===== src/rtl/dual_modulus_divider.sv =====
// Dual-modulus feedback divider for a fractional-N loop.
// Divides the VCO clock by M = max(n_int, N_MIN) + sel for each output period.
// The DSM supplies sel, and div_pulse advances the DSM once per period.
// All outputs are registered: the pulse and clock flags are computed from the
// next-state values, so they line up with the state they describe.
module dual_modulus_divider #(
  parameter int CNT_W = 8,
  parameter int N_MIN = 4
) (
  input  logic             clk,
  input  logic             rst,
  input  logic             enable,
  input  logic [CNT_W-1:0] n_int,
  input  logic             sel,
  output logic             div_pulse,
  output logic             div_clk,
  output logic [CNT_W:0]   mod_cur
);

  typedef enum logic {
    IDLE,
    RUN
  } state_t;

  localparam logic [CNT_W:0] NMIN_M = (CNT_W + 1)'(N_MIN);
  localparam logic [CNT_W:0] ONE_M  = (CNT_W + 1)'(1);

  state_t         state_q, state_d;
  logic [CNT_W:0] cnt_q, cnt_d;
  logic [CNT_W:0] mod_q, mod_d;
  logic           pulse_q, pulse_d;
  logic           dclk_q, dclk_d;

  logic [CNT_W:0] n_ext, n_clamp, m_new, m_new_m1;

  // Modulus for the next period. The width is one bit wider than n_int so
  // that N = 2^CNT_W-1 plus sel does not wrap. The clamp is applied before
  // sel is added, so the shortest period is N_MIN cycles.
  assign n_ext    = {1'b0, n_int};
  assign n_clamp  = (n_ext < NMIN_M) ? NMIN_M : n_ext;
  assign m_new    = n_clamp + {{CNT_W{1'b0}}, sel};
  assign m_new_m1 = m_new - ONE_M;

  // Next-state logic. n_int and sel are sampled only on a load: either when
  // leaving IDLE or in the terminal cycle of a period.
  always_comb begin
    // NOTE: every always_comb output gets a default first, so no path leaves it unassigned and no latch is inferred.
    state_d = state_q;
    cnt_d   = cnt_q;
    mod_d   = mod_q;
    unique case (state_q)
      IDLE: begin
        cnt_d = '0;
        mod_d = NMIN_M;
        if (enable) begin
          state_d = RUN;
          mod_d   = m_new;
          cnt_d   = m_new_m1;
        end
      end
      RUN: begin
        if (!enable) begin
          state_d = IDLE;
          cnt_d   = '0;
          mod_d   = NMIN_M;
        end else if (cnt_q == '0) begin
          mod_d = m_new;
          cnt_d = m_new_m1;
        end else begin
          cnt_d = cnt_q - ONE_M;
        end
      end
      default: begin
        state_d = IDLE;
        cnt_d   = '0;
        mod_d   = NMIN_M;
      end
    endcase
    pulse_d = (state_d == RUN) && (cnt_d == '0);
    dclk_d  = (state_d == RUN) && (cnt_d >= (mod_d >> 1));
  end

  // State and output registers with a synchronous reset that overrides enable.
  always_ff @(posedge clk) begin
    // NOTE: sequential state uses non-blocking assignments, so every register samples pre-edge values.
    if (rst) begin
      state_q <= IDLE;
      cnt_q   <= '0;
      mod_q   <= NMIN_M;
      pulse_q <= 1'b0;
      dclk_q  <= 1'b0;
    end else begin
      state_q <= state_d;
      cnt_q   <= cnt_d;
      mod_q   <= mod_d;
      pulse_q <= pulse_d;
      dclk_q  <= dclk_d;
    end
  end

  assign div_pulse = pulse_q;
  assign div_clk   = dclk_q;
  assign mod_cur   = mod_q;

endmodule

===== config.mk =====
export PLATFORM = sky130hd
export DESIGN_NAME = dual_modulus_divider
export DESIGN_NICKNAME = d
export VERILOG_FILES = /design/src/rtl/dual_modulus_divider.sv
export SDC_FILE = /design/constraint.sdc
export NUM_CORES = 1
export LEC_CHECK = 0
export ABC_AREA = 1
export ABC_CLOCK_PERIOD_IN_PS = 7500
export CAP_MARGIN = 15
export CORE_UTILIZATION = 58
export DETAILED_ROUTE_END_ITERATION = 10
export PLACE_DENSITY = 0.87
export SLEW_MARGIN = 0
export SYNTH_ARGS = -nofsm -noshare
export SYNTH_HDL_FRONTEND = slang
export SYNTH_SLANG_ARGS = --single-unit

===== constraint.sdc =====
create_clock -name clk -period 7.5 [get_ports clk]
set_input_delay 1.5 -clock clk [delete_from_list [all_inputs] [get_ports clk]]
set_output_delay 1.5 -clock clk [all_outputs]
set_load 0.005 [all_outputs]

---- Word level (Yosys, flattened, before mapping) ----
Index checks and enable logic that the tools add are counted.
word-level totals
  register bits after elaboration ......... 21
  bits in latches ......................... 0
  memory bits (writable) .................. 0
  memory bits (read-only) ................. 0
  input bits .............................. 12
  output and inout bits ................... 11
  word-level logic and storage cells ...... 27
  memories kept ........................... 0
cells by class
  $add $sub $neg .......................... 3
  multipliers ............................. 0
  div/mod/pow operators ................... 0
  order comparisons ....................... 2
  equality and inequality tests ........... 1
  shifts and indexed selects .............. 0
  muxes and demuxes ....................... 10
  bitwise operators ....................... 1
  reductions and logical operators ........ 4
operators by type and width
  kind                                                count
  2-to-1 mux 9 bit                                    6
  one-hot mux 9 bit (2 select lines)                  2
  zero test 9 bit                                     2
  subtractor 9 x 1 -> 9 bit, second input constant    2
  adder 8 x 1 -> 9 bit                                1
  >= comparator 9 x 8 -> 1 bit                        1
  < comparator 8 x 3 -> 1 bit, second input constant  1
  2-to-1 mux 8 bit                                    1
  != test 3 x 2 -> 1 bit, second input constant       1
  logical AND 1 bit                                   2
  2-to-1 mux 1 bit                                    1
  inverter 1 bit                                      1

---- Depth between registers and ports, before layout ----
Gate-level depths: netlist (run 1).
  word-level depth ........................ 9
  gate-level depth with buffers ........... 25
  mapped depth without buffers ............ 24

---- Least setup slack after synthesis (run 1) ----
OpenSTA, ideal clock, no wires.
  path type ............................... input -> register
  from .................................... input port n_int[2]
  to ...................................... register dclk_q (netlist: div_clk)
  library setup time ...................... 0.109 ns
  arrival time ............................ 4.119 ns
  data required time ...................... 7.391 ns
  path slack .............................. 3.272 ns
  stages on the path ...................... 22
  buffers on the path ..................... 1
  cell sequence ........................... buf_6 > nor2_1 > nand3_2 > nand2_1 > inv_1 > ha_1 > ha_1 > inv_1 > ha_1 > nand3_2 > o21ai_0 > nand3_1 > o21ai_2 > ha_1 > a21oi_1 > o211ai_1 > nand3_1 > nand2_1 > a211oi_1 > nand3_1 > nand2_1 > inv_1
between the ends
  word-level cells in the longest chain between the ends .. 9
  elaborated cells between the ends (all ways) .. 14
  classes of those cells .................. add/sub: 2; order compare: 2; mux: 9; reduce/logical: 1
ends and longest elaborated chain
  what                                  line  source
  start: declaration                    13    input logic [CNT_W-1:0] n_int,
  < comparator 8 x 3 -> 1 bit           40    assign n_clamp = (n_ext < NMIN_M) ? NMIN_M : n_ext;
  2-to-1 mux 8 bit *                    40
  adder 8 x 1 -> 9 bit *                41    assign m_new = n_clamp + {{CNT_W{1'b0}}, sel};
  subtractor 9 x 1 -> 9 bit *           42    assign m_new_m1 = m_new - ONE_M;
  2-to-1 mux 9 bit                      66    end else if (cnt_q == '0) begin
  2-to-1 mux 9 bit                      62    if (!enable) begin
  one-hot mux 9 bit (2 select lines) *  51    unique case (state_q)
  net cnt_d[4]                          29    logic [CNT_W:0] cnt_q, cnt_d;
  >= comparator 9 x 8 -> 1 bit *        80    dclk_d = (state_d == RUN) && (cnt_d >= (mod_d >> 1));
  logical AND 1 bit *                   80
  end signal: assignment                97    dclk_q <= dclk_d;
  end: declaration                      32    logic dclk_q, dclk_d;
Mark *: on every way through the listed nets, which the timed path passes. The rest lies on a longest branch. The select of a mux whose other input is x is not followed.
A chain may end at the register's enable or synchronous reset.

---- Worst setup path in the final report (run 1) ----
Ends and elaborated chain as after synthesis.

==> flow_summary.toml, run 1 <==
[pwr]
power_mw = 0.295
powerDensity_nw_per_um2 = 155
peakVddDrop_uv = 123
power.leakage_nw = 0.970

[grt]
grt_pass1_vias = 1515
grt_pass1_wl_um = 6150
antenna_found_initial = 0
grt_overflow = 0
grt_use_total_pct = 25.0
grt_max_degree = 20

[setup_path]
worst_path_largest_cell_delay_ns = 0.55
cp_common_cell = "ha_1"
path_class = "in -> reg"
crit_path_end_kind = "flop"
critical_path_arrival_ns = 5.07
crit_path_max_fanout = 9
start_kind = "primary input"
path_cells = "clkdlybuf4s50_1, nor2_1, nand3_2, nand2_1, inv_1, ha_1, ha_1, inv_1, ha_1, nand3_2, o21ai_0, nand3_1, o21ai_2, ha_1, a21oi_1, o211ai_1, nand3_1, nand2_1, a211oi_1, nand3_1, nand2_1, inv_1"
cp_data_required_time_ns = 7.72
crit_path_top_delay_cell = "clkdlybuf4s50_1"

[cts]
h-tree-depth = 1
path_clk_slew_ns = 0.12
cts_sinks = 21
cts_inserted_buffers = 3
cts_tree = "built"
insertion_delay_ns = 0.30
cts_hold_buf = 0
ctsLongestPathBuffers = 2
cts_setup_buffers = 0
cts_root_buffer = "clkbuf_4"
ctsResizeCount = 0

[finish]
n_antenna_cell = 0
fin_nets = 304
final_common_cell = "nand2_1"
areaGrowthSynthToFinish_pct = 16.0
post-route-cell-area_um2 = 1910
drive_above_1_share_pct = 8.24
final_cell_mix = "nand2_1, inv_1, nor2_1, nand3_1, clkdlybuf4s50_1"
fin_util_pct = 74.3

[synth]
ys_ff_latch = 21
muxShareOfSynthArea_pct = 0
ys_seq_area_share_pct = 25.6
synth_top_family_by_area = "simple AND/OR/NAND/NOR gates"
synthAdderAreaFrac_pct = 9.13
ys_types = 30
netlist_area_um2 = 1640
avgSynthCellArea_um2 = 6.42
syn_nets = 280
yosysWarnings = 0
synthTopCellsByArea = "dfxtp_1, nand2_1, inv_1"
netlist.area_leader.share_pct = 25.6
synth_compound_gate_area_share_pct = 10.0
synth_xor_area_share_pct = 3.73
yosys.area.top_type = "dfxtp_1"
syn_inst = 256
synth-simple-area-share_pct = 38.5

[timing]
setup_viol = 0
finalWorstSetupSlack_ns = 2.66
rsz0062_at_grt = "false"
relSlewSlack_pct = 53.8
tightest_slew_ns = 0.691
fin_crit_ns = 4.84
fmax_mhz = 206
skew_ns = 0.0135
period_share_pct = 64.6
drv_slew = 0
tns_ns = 0
final-hold-violation-count = 0

[routing]
highest_layer = "met4"
drc = 0
wl_per_cell_um = 12.2
via_per_inst = 5.45
m1WireLength_um = 1730
drtIter0Drc = 89
antenna_left = 0
wl_met3_um = 220
wl_met2_um = 1760
vias = 1684
wirelength_um = 3760
drtPass1Iterations = 4

[worst_hold_path]
hold_class = "reg -> reg"

[die]
fp.dieArea_um2 = 3050
core_area_um2 = 2570
initial_core_util_pct = 64.0
die_x_um = 55.2
top_level_ports = 23
fp.dieH_um = 55.2
row_count = 18

[placed_design]
hpwlAfterDp_um = 3090
io_buffers = 22
dp_slack_ns = 2.39
place_congestion = 0.904
placed_cell_area_um2 = 1880

[outcome]
status = "complete, no violations"

[job]
maxCapViolCount = 0
-- flip-flops by register name (all words and copies together), names as in the netlist --
register	count
cnt_q	9
mod_cur	9
div_clk	1
div_pulse	1
state_q	1
-- layout make-up --
type,count,area [um^2]
multi-input cells,181,1010
clock buffers,3,22.5
repair buffers,22,220
clock inverters,1,5.00
flip-flops and latches,21,420
inverters,51,191
well taps,30,37.5
fillers,238,661
-- worst paths after layout --
| kind | from | endpoint | slack, ns | cells after the start |
|---|---|---|---|---|
| setup reg to reg | cnt_q[0] | div_clk | 4.64 | 19 |
| hold / removal | mod_cur[0] | mod_cur[0] | 0.47 | 2 |
| setup / recovery | n_int[2] | div_clk | 2.66 | 22 |
| hold reg to reg | mod_cur[0] | mod_cur[0] | 0.47 | 2 |
-- report_power, final --
part,switching [mW],internal [mW],total [mW],leakage (nW)
clock network,0.0342,0.0199,0.0541,0.0177
logic,0.0710,0.0471,0.118,0.780
registers,0.00372,0.119,0.123,0.172
total,0.109,0.186,0.295,0.970
-- metrics by stage --
step | std cells | hold WS (ns)
after floorplan | 256 | 0.460
after global placement | 305 | 0.456
after detailed placement | 305 | 0.459
after CTS | 309 | 0.476
after global routing | 309 | 0.501
final | 309 | 0.474
-- metal layers --
layer	vias up	global-route usage (%)
li1	867	-
met1	758	31.1
met5	-	0
met4	0	10.0
met2	51	43.2
met3	8	3.28
-- kinds of logic (layout without fill, tap and decap cells) --
logic type / after synthesis / in the layout
compound gates: 26 / 26
xor+xnor: 7 / 7
fa+ha+maj: 12 / 12
buf+inv: 54 / 77
flops: 21 / 21
simple gates: 136 / 136
-- critical path, delay by kind of cell --
kind / cells / cell delay, ns
adder cells (fa/ha/maj): 4 / 1.10
buffers and inverters: 4 / 0.73
AND/OR/NAND/NOR: 9 / 0.97
AO/OA/AOI/OAI: 5 / 0.78
-- cells in the mapped netlist --
cell and count:
a31oi_1 1, nor2_1 37, nor2_2 1, a31o_2 1, nand2_1 55, or2_2 1
o22ai_1 4, o21bai_1 1, nand3_1 23, xor2_1 7, clkbuf_1 1, a211oi_1 1
nand3b_2 1, nand4_1 9, o21ai_0 6, o21ai_2 1, inv_1 47, ha_1 12
dfxtp_1 21, buf_4 1, nor3_4 1, nand3_4 1, o211ai_1 1, nand3_2 4
inv_2 4, a22oi_1 3, buf_6 1, nand2_2 3, o21bai_2 1, a21oi_1 6
No activity file was read; power rests on OpenSTA's default activity.
==> inputs of run 2 (changes only) <==
--- a/config.mk
+++ b/config.mk
@@ -6,11 +6,11 @@
 export NUM_CORES = 1
 export LEC_CHECK = 0
 export ABC_AREA = 1
-export ABC_CLOCK_PERIOD_IN_PS = 7500
+export ABC_CLOCK_PERIOD_IN_PS = 4000
 export CAP_MARGIN = 15
-export CORE_UTILIZATION = 58
+export CORE_UTILIZATION = 49
 export DETAILED_ROUTE_END_ITERATION = 10
-export PLACE_DENSITY = 0.87
+export PLACE_DENSITY = 0.79
 export SLEW_MARGIN = 0
 export SYNTH_ARGS = -nofsm -noshare
 export SYNTH_HDL_FRONTEND = slang
==> constraint.sdc (replaced) <==
create_clock -name clk -period 4 [get_ports clk]
set_input_delay 0.8 -clock clk [delete_from_list [all_inputs] [get_ports clk]]
set_output_delay 0.8 -clock clk [all_outputs]
set_load 0.005 [all_outputs]
==> run 2 against run 1 <==
Effect of this change:
- critical endpoint unchanged
- power grew 90%
- global-route usage grew 0.14 points
- utilization shrank 11 points
- sequential share of layout area shrank 0.97 points
- final cell count grew 7.4%
- clock power grew 89%
- sequential cell count is the same
- clock skew shrank 0.0042 ns
==> flow_summary.toml, run 2 (synthesis results as in run 1) <==
[die]
initial_core_util_pct = 52.6
top_level_ports = 23
fp.dieArea_um2 = 3590
row_count = 20
fp.dieH_um = 59.9
die_x_um = 59.9
core_area_um2 = 3130

[timing]
period_share_pct = 92.0
skew_ns = 0.00929
final-hold-violation-count = 0
tightest_slew_ns = 0.312
relSlewSlack_pct = 79.1
rsz0062_at_grt = "false"
setup_viol = 0
drv_slew = 0
fmax_mhz = 272
finalWorstSetupSlack_ns = 0.319
fin_crit_ns = 3.68

[routing]
drtIter0Drc = 70
wl_per_cell_um = 11.9
drc = 0
vias = 1712
wirelength_um = 3940
via_per_inst = 5.16
drtPass1Iterations = 4
antenna_left = 0

[pwr]
p_clk_share_pct = 18.2
power_frac_comb_pct = 40.5
p_int_mw = 0.354
powerDensity_nw_per_um2 = 280
p_seq_share_pct = 41.2
switching_share_pct = 36.7
power.leakage_nw = 1.01
switchingPower_mw = 0.205
peakVddDrop_uv = 199

[grt]
grt_overflow = 0
grt_use_total_pct = 25.1
antenna_found_initial = 0
grt_max_degree = 19
grt_pass1_vias = 1629
grt_pass1_wl_um = 6800

[setup_path]
start_kind = "primary input"
path_buf_inv = 5
reg2reg_slack_ns = 1.22
worst_path_largest_cell_delay_ns = 0.44
path_cells = "clkdlybuf4s50_1, nor2_1, nand3_2, nand2_1, inv_1, ha_1, ha_1, nand3_1, nand2_1, nand2_1, inv_1, nor2_1, nand3_1, nand2_1, nand3_1, nand2_1, inv_1, ha_1, a21oi_1, nand2_1, a211oi_1, nand3_1, nand2_1, inv_1"
crit_path_end_kind = "flop"
path_class = "in -> reg"
crit_path_top_delay_cell = "clkdlybuf4s50_1"
cp_top_family = "simple AND/OR/NAND/NOR gates"
r2r-start = "cnt_q[0]"
crit_path_max_fanout = 6
regToRegEndpoint = "div_clk"
critical_path_arrival_ns = 3.90
r2r_cells = 19
cp_common_cell = "nand2_1"
cp_data_required_time_ns = 4.22

[finish]
fin_nets = 313
final_common_cell = "nand2_1"
drive_above_1_share_pct = 11.5
fin_util_pct = 63.8
areaGrowthSynthToFinish_pct = 21.3
final_cell_mix = "nand2_1, inv_1, nor2_1, nand3_1, clkdlybuf4s50_1"
n_antenna_cell = 0

[cts]
cts_setup_buffers = 0
h-tree-depth = 1
path_clk_slew_ns = 0.12
ctsResizeCount = 0
ctsLongestPathBuffers = 2
cts_sinks = 21
cts_tree = "built"
cts_root_buffer = "clkbuf_4"
insertion_delay_ns = 0.31
cts_hold_buf = 0
cts_inserted_buffers = 3

[worst_hold_path]
hp-start = "mod_cur[0]"
hold_path_end = "mod_cur[0]"
whs_path_depth = 2
hold_class = "reg -> reg"

[placed_design]
place_congestion = 0.967
hpwlAfterDp_um = 3240
dp_slack_ns = -0.0102
io_buffers = 22

[job]
maxCapViolCount = 0

[outcome]
status = "complete, no violations"
-- run 2: routing by layer --
| metal | global-route usage (%) | vias up | share of wire [%] |
|---|---|---|---|
| met5 | 0 | - | 0 |
| met4 | 8.64 | 0 | 1.8 |
| met3 | 3.25 | 12 | 4.7 |
| met2 | 41.6 | 48 | 46 |
| met1 | 33.3 | 772 | 47 |
| li1 | - | 880 | - |
-- run 2: worst register-to-register path: stages, from the launching register on --
cell	delay [ns]
dfxtp_1	0.33
inv_1	0.09
ha_1	0.19
nand2_1	0.07
nor2_2	0.20
nand3_2	0.15
nand2_1	0.13
nand2_2	0.15
inv_2	0.17
nand3_1	0.11
o21ai_2	0.09
ha_1	0.28
a21oi_1	0.14
o211ai_1	0.10
nand3_1	0.08
nand2_1	0.05
a211oi_1	0.19
nand3_1	0.10
nand2_1	0.06
inv_1	0.03
-- run 2: power groups by stage --
| stage | Combinational, mW | Sequential (mW) | Clock (mW) |
|---|---|---|---|
| global placement | 0.220 | 0.235 | 0 |
| CTS | 0.225 | 0.231 | 0.104 |
| global route | 0.258 | 0.232 | 0.114 |
| detailed placement | 0.224 | 0.235 | 0 |
| finish | 0.226 | 0.230 | 0.102 |
| floorplan | 0.155 | 0.235 | 0 |
-- run 2: how the worst max path moves through the flow --
stage               startpoint      end  cells after the start
CTS                   n_int[7]  div_clk                     22
global placement      n_int[2]  div_clk                     24
finish                n_int[7]  div_clk                     24
floorplan             n_int[2]  div_clk                     22
detailed placement    n_int[7]  div_clk                     22
global route          n_int[7]  div_clk                     24
-- run 2: cell type report --
cell class / instances / area (um^2)
repair buffers: 31 / 288
flip-flops and latches: 21 / 420
multi-input cells: 181 / 1010
inverters: 51 / 191
well taps: 44 / 55.1
clock buffers: 3 / 22.5
fillers: 311 / 1130
clock inverters: 1 / 5.00
-- run 2: through the flow --
stage	hold WS [ns]	cell area (um^2)	power (mW)	TNS, ns	std cells
floorplan	0.460	1640	0.390	0	256
global placement	0.455	1960	0.454	0	328
detailed placement	0.461	1960	0.459	-0.0102	328
CTS	0.479	1990	0.560	0	332
global route	0.523	1990	0.604	0	332
finish	0.482	1990	0.559	0	332
